### src/rtl/my_nios2_system_sysid_arbiter.sv
// my_nios2_system_sysid_arbiter: round-robin arbiter sharing one sysid slave between two read-only masters.
// Optional SYSID_ARB_CHECK_EN adds a sticky id_mismatch flag comparing captured words to EXPECTED_ID/EXPECTED_TS.
module my_nios2_system_sysid_arbiter #(
   parameter logic [31:0] EXPECTED_ID = 32'h00000000,
   parameter logic [31:0] EXPECTED_TS = 32'd1417920494
) (
   input  logic        clock,
   input  logic        reset_n,
   input  logic        m0_read,
   input  logic        m0_address,
   output logic        m0_waitrequest,
   output logic [31:0] m0_readdata,
   output logic        m0_readdatavalid,
   input  logic        m1_read,
   input  logic        m1_address,
   output logic        m1_waitrequest,
   output logic [31:0] m1_readdata,
   output logic        m1_readdatavalid,
   output logic        s_address,
   input  logic [31:0] s_readdata
`ifdef SYSID_ARB_CHECK_EN
   ,
   output logic        id_mismatch
`endif
);
   typedef enum logic [1:0] {IDLE, ISSUE, RESP} state_t;
   state_t      state_q, state_d;
   logic        grant_q, grant_d;
   logic        last_grant_q, last_grant_d;
   logic [31:0] data_q, data_d;
   logic        gnt_read, gnt_addr;
   // Next state: arbitrate in IDLE; last_grant only moves on a real acceptance so an aborted grant keeps fairness.
   always_comb begin
      gnt_read     = grant_q ? m1_read : m0_read;
      gnt_addr     = grant_q ? m1_address : m0_address;
      state_d      = state_q;
      grant_d      = grant_q;
      last_grant_d = last_grant_q;
      data_d       = data_q;
      case (state_q)
         IDLE: begin
            if (m0_read | m1_read) begin
               grant_d = (m0_read & m1_read) ? ~last_grant_q : m1_read;
               state_d = ISSUE;
            end
         end
         ISSUE: begin
            if (gnt_read) begin
               data_d       = s_readdata;
               last_grant_d = grant_q;
               state_d      = RESP;
            end else begin
               state_d = IDLE;
            end
         end
         default: state_d = IDLE;
      endcase
   end
   // Master-facing outputs: stall every requester except the one being accepted this cycle.
   always_comb begin
      s_address        = (state_q == ISSUE) ? gnt_addr : 1'b0;
      m0_waitrequest   = m0_read & ~((state_q == ISSUE) & ~grant_q);
      m1_waitrequest   = m1_read & ~((state_q == ISSUE) & grant_q);
      m0_readdatavalid = (state_q == RESP) & ~grant_q;
      m1_readdatavalid = (state_q == RESP) & grant_q;
      m0_readdata      = data_q;
      m1_readdata      = data_q;
   end
   // State register; master 0 wins the first contention after reset.
   always_ff @(posedge clock or negedge reset_n) begin
      if (!reset_n) begin
         state_q      <= IDLE;
         grant_q      <= 1'b0;
         last_grant_q <= 1'b1;
         data_q       <= 32'h0;
      end else begin
         state_q      <= state_d;
         grant_q      <= grant_d;
         last_grant_q <= last_grant_d;
         data_q       <= data_d;
      end
   end
`ifdef SYSID_ARB_CHECK_EN
   logic mismatch_q, mismatch_d;
   // Compare the word being captured against the value expected at its address; flag sticks until reset.
   always_comb begin
      mismatch_d = mismatch_q | ((state_q == ISSUE) & gnt_read &
                   (s_readdata != (gnt_addr ? EXPECTED_TS : EXPECTED_ID)));
   end
   // Sticky mismatch register.
   always_ff @(posedge clock or negedge reset_n) begin
      if (!reset_n) mismatch_q <= 1'b0;
      else          mismatch_q <= mismatch_d;
   end
   assign id_mismatch = mismatch_q;
`endif
endmodule

### config.mk
export PLATFORM = sky130hd
export DESIGN_NAME = my_nios2_system_sysid_arbiter
export DESIGN_NICKNAME = d
export VERILOG_FILES = /design/src/rtl/my_nios2_system_sysid_arbiter.sv
export SDC_FILE = /design/constraint.sdc
export NUM_CORES = 1
export LEC_CHECK = 0
export ABC_AREA = 1
export ABC_CLOCK_PERIOD_IN_PS = 1100
export CORE_ASPECT_RATIO = 1.1
export CORE_MARGIN = 10
export CORE_UTILIZATION = 35
export CTS_BUF_LIST = sky130_fd_sc_hd__clkbuf_4 sky130_fd_sc_hd__clkbuf_8
export DETAILED_ROUTE_END_ITERATION = 10
export GPL_ROUTABILITY_DRIVEN = 0
export PLACE_DENSITY = 0.79
export SKIP_CTS_REPAIR_TIMING = 1
export SYNTH_ARGS = -nofsm -noshare
export SYNTH_HDL_FRONTEND = slang
export SYNTH_SLANG_ARGS = --single-unit
### constraint.sdc
create_clock -name clock -period 1.1 [get_ports clock]
set_input_delay 0.22 -clock clock [delete_from_list [all_inputs] [get_ports clock]]
set_output_delay 0.22 -clock clock [all_outputs]
set_load 0.01 [all_outputs]
# Word level (Yosys, flattened, before mapping)
# Index checks and enable logic that the tools add are counted.
# W data, S select, Z words.
word_totals:
  register_bits: 36
  elab_cells: 29
  inputBits: 38
op_classes:
  mux: 7
  reduce_logical: 3
  n_eq_ne: 3
  n_bitwise: 12
ops:
  columns: ["operator", "n"]
  rows:
  - ["$and A1 B1 Y1", 7]
  - ["$mux W1", 4]
  - ["$mux W2", 2]
  - ["$not A1 Y1", 4]
  - ["$pmux W2 S2", 1]
  - ["$reduce_and A2 Y1", 2]
  - ["$eq A2 B1 Y1 const B", 1]
  - ["$eq A2 B2 Y1 const B", 1]
  - ["$logic_not A2 Y1", 1]
  - ["$ne A2 B2 Y1 const B", 1]
  - ["$or A1 B1 Y1", 1]

# Logic depth before layout (Yosys ltp)
logic_depth:
  ltp_word: 4
  depth_mapped: 7

# Worst setup path before layout
# No wires, ideal clock.
synth_path:
  path_type: "reg-to-output"
  startpoint: "reg state_q[1]"
  endpoint: "out m1_waitrequest"
  path_stages_with_launch: 5
  path_slack_ns: 0.012
  required_time_ns: 0.880
  arrival_ns: 0.868
  path_buffers: 0
  cell_sequence: "dfrtp_1 -> nor2_4 -> inv_1 -> o21ai_0 -> inv_1"
synth_between:
  elab_chain_len: 4
synth_rtl:
  columns: ["item", "line_no", "source"]
  rows:
  - ["from (decl)", "27", "state_t state_q, state_d;"]
  - ["from (signal assigned)", "77", "state_q <= state_d;"]
  - ["$eq A2 B1 Y1", "63", "m1_waitrequest = m1_read & ~((state_q == ISSUE) & grant_q);"]
  - ["$and A1 B1 Y1", "63", null]
  - ["$not A1 Y1", "63", null]
  - ["$and A1 B1 Y1", "63", null]
  - ["to (decl)", "16", "output logic m1_waitrequest,"]
# Every way passes these cells.

# Final worst setup path
layout_path:
  startpoint: "reg state_q[0]"
  endpoint: "out m0_waitrequest"
layout_between:
  elab_chain_len: 4
layout_rtl:
  columns: ["item", "line_no", "source"]
  rows:
  - ["$eq A2 B1 Y1", "62", "m0_waitrequest = m0_read & ~((state_q == ISSUE) & ~grant_q);"]
  - ["$and A1 B1 Y1", "62", null]
  - ["$not A1 Y1", "62", null]
  - ["$and A1 B1 Y1", "62", null]
  - ["to (decl)", "11", "output logic m0_waitrequest,"]
# Every way passes these cells.

==> results by group <==
Floorplanning
  – Starting Density: a little over a third
  – Cell Rows: 27
  – Core Area: a little under 0.005 mm^2
  – I/O Pins: between 100 and 150
  – Die H: roughly 94 um
  – Die Footprint: between 0.008 and 0.009 mm^2
  – Die W: around 88 um

Clock network
  – H-tree depth: 2
  – CTS Sinks: 36
  – Max Root-Sink Buffers: 2
  – Cts bufs inserted: 5
  – CTS tree: done
  – Clk slew on worst S/H paths: around 70 ps
  – Root buf cell: clkbuf_8
  – Clock Latency Late Sink: between 200 and 300 ps

STA
  – Fin Clk Skew: 1.66 ps
  – Post-route setup slack: -336 ps
  – Hold Slack: about 430 ps
  – # setup viols final: 39
  – Post-layout minimum cycle time: about 1400 ps
  – Worst Max-Slew Pin Slew: between 200 and 300 ps
  – FMAX: 0.697 GHz
  – Final Hold Vio Count: 0
  – Unrepaired setup endpoints after global routing: yes
  – Relative slew slack: between 80% and 90%
  – Max-slew violation count: 0
  – Tcrit/Tclk final: 131%

Power
  – Cell Pwr Density: between 2000 and 3000 mW/mm^2
  – Leakage: between 1.5 and 2 nW
  – Peak VDD IR: about 1.3 mV
  – Overall Power: ~7.6 mW

Outcome
  – Status: finished, violations left
  – Failing checks: negative setup slack

Logic synthesis
  – Yosys cell types: 17
  – Synth warn: 0
  – Share of the synthesized area in the top cell type: between 40% and 50%
  – Register area share after synthesis: between 50% and 60%
  – Mapped Avg Cell Area: between 8 and 9 um^2
  – Yosys top cell by area: dfrtp_1
  – #FFs+latches synth: 36
  – Post-Synthesis Cell Area: 0.00176 mm^2
  – Synth Instances: 202
  – Mapped Nets: 240
  – Top post-synthesis cells by area: dfrtp_1 50%, nand2_1 15%, buf_4 15%

Setup path
  – Reg2reg setup slack: -260 ps
  – R2r startpoint: state_q[0]
  – Critical R2R Capture: m0_readdata[19]
  – Critical Path End Type: primary output
  – WP data required: just under 900 ps
  – Worst R2R Path Depth: 7
  – Crit path capture: m0_waitrequest
  – Data arrival, critical path: 1220 ps
  – Slowest stage delay, CP: ~380 ps
  – Critical Path Source: state_q[0]
  – Critical Path Start Type: flop
  – Worst-path fanout max: 3
  – CP Cell Sequence: inv_2, nor2_4, inv_2, o21ai_2, inv_1, clkbuf_2
  – Most frequent CP cell: inv_2
  – Worst setup path category: flop to primary output
  – Critical path's slowest cell: dfrtp_1

Global routing
  – Gr usage total: 11.8%
  – Antenna violations before repair: 0
  – First-pass GRT wire length: 7910 um
  – Congestion Overflow GR: 0
  – Largest net degree at the start of global routing: 37
  – Number of global-route vias before repair: about 1.6k

Placed design
  – Port Buffers: 106
  – Final HPWL from detailed placement: around 4000 um
  – Placed Area: 0.00271 mm^2

Route
  – Vias/cell: roughly 4.5
  – Antenna Violating Nets Remaining: 0
  – Routed WL per cell: between 15 and 20 um
  – Routed WL: about 5500 um
  – DRC Markers: 0
  – Starting DRT DRC Count: 34
  – Via count: 1616
  – Drt first pass iters: 4

Min path
  – Worst Hold Class: input pin to asynchronous set/reset pin

Cells and area
  – P&R area growth vs syn: 48.8%
  – Commonest cells after routing, fill and taps aside: 70 x nand2_1, 60 x clkbuf_2, 36 x clkdlybuf4s50_1
  – Post-layout nets: approximately 340
  – Post-layout util: between 50% and 60%
  – ANT cells: 0
  – Share of layout cells above drive strength 1: 35.9%
  – Final Cell Area: 0.00262 mm^2
  – Most common cell after layout, fill and taps aside: nand2_1

Flow run
  – Max-Cap Viols: 0
==> sequential cells by signal, summed over array words and instances, names as in the netlist <==
signal and count:
grant_q 1, state_q 2, last_grant_q 1, m0_readdata 32
==> worst max-delay path, delay by kind of cell (launching register included) <==
kind,cells,cell delay [ps]
DFF,1,380
buffers and inverters,4,310
and+or+nand+nor,1,130
AOI/OAI and AO/OA,1,110
==> where the power goes <==
group | switching [mW] | total, mW | leakage, nW | internal [mW]
combinational | 2.32 | 4.22 | 1.03 | 1.90
sequential | 0.492 | 2.46 | 0.446 | 1.97
clock | 0.438 | 0.892 | 0.0445 | 0.455
==> area by class of cell <==
cell class	count	area, um^2
Fill cell	490	2310
Timing Repair Buffer	130	1000
Sequential cell	36	903
Multi-Input combinational cell	118	536
Clock buffer	6	76.3
Tap cell	58	72.6
Inverter	7	26.3
Clock inverter	1	5.00
==> worst min-delay path by stage <==
stage                       to  slack [ps]  cells past startpoint
2_1_floorplan          grant_q         -80                      0
3_3_place_gp   m0_readdata[24]         190                      2
3_5_place_dp   m0_readdata[21]         190                      2
4_1_cts        m0_readdata[21]        -110                      2
5_1_grt        m0_readdata[21]         480                      3
6_report       m0_readdata[21]         430                      3
==> kinds of logic (layout without fill, tap and decap cells) <==
logic type,after synthesis,after routing,synth area share (%)
and+or+nand+nor,113,113,28.0
AOI/OAI and AO/OA,5,5,1.56
buffers and inverters,48,144,19.2
DFF,36,36,51.2
==> cells in the mapped netlist <==
cell type / n
nand2_1: 72
buf_4: 35
dfrtp_1: 35
nand3_1: 33
inv_1: 6
buf_2: 3
buf_6: 3
o21ai_0: 3
nand2_4: 2
nor2_1: 2
nor3_1: 2
a21boi_0: 1
a21oi_1: 1
dfstp_2: 1
inv_2: 1
nand2_2: 1
nor2_4: 1
==> metrics by stage <==
stage,setup WS [ps],setup TNS [ps],cells
global route,-394,-12160,356
detailed placement,-587,-16510,336
CTS,-748,-35740,343
floorplan,11.9,0,202
global placement,-534,-15230,336
finish,-336,-9430,356
==> per-layer routing <==
metal	global-route usage [%]	vias to the layer above	wire length, um
met2	20.9	62	2850
met4	3.19	0	30
met1	12.0	757	2150
met3	5.94	4	464
met5	0	-	0
li1	-	793	-
No activity file was read; power rests on OpenSTA's default activity.
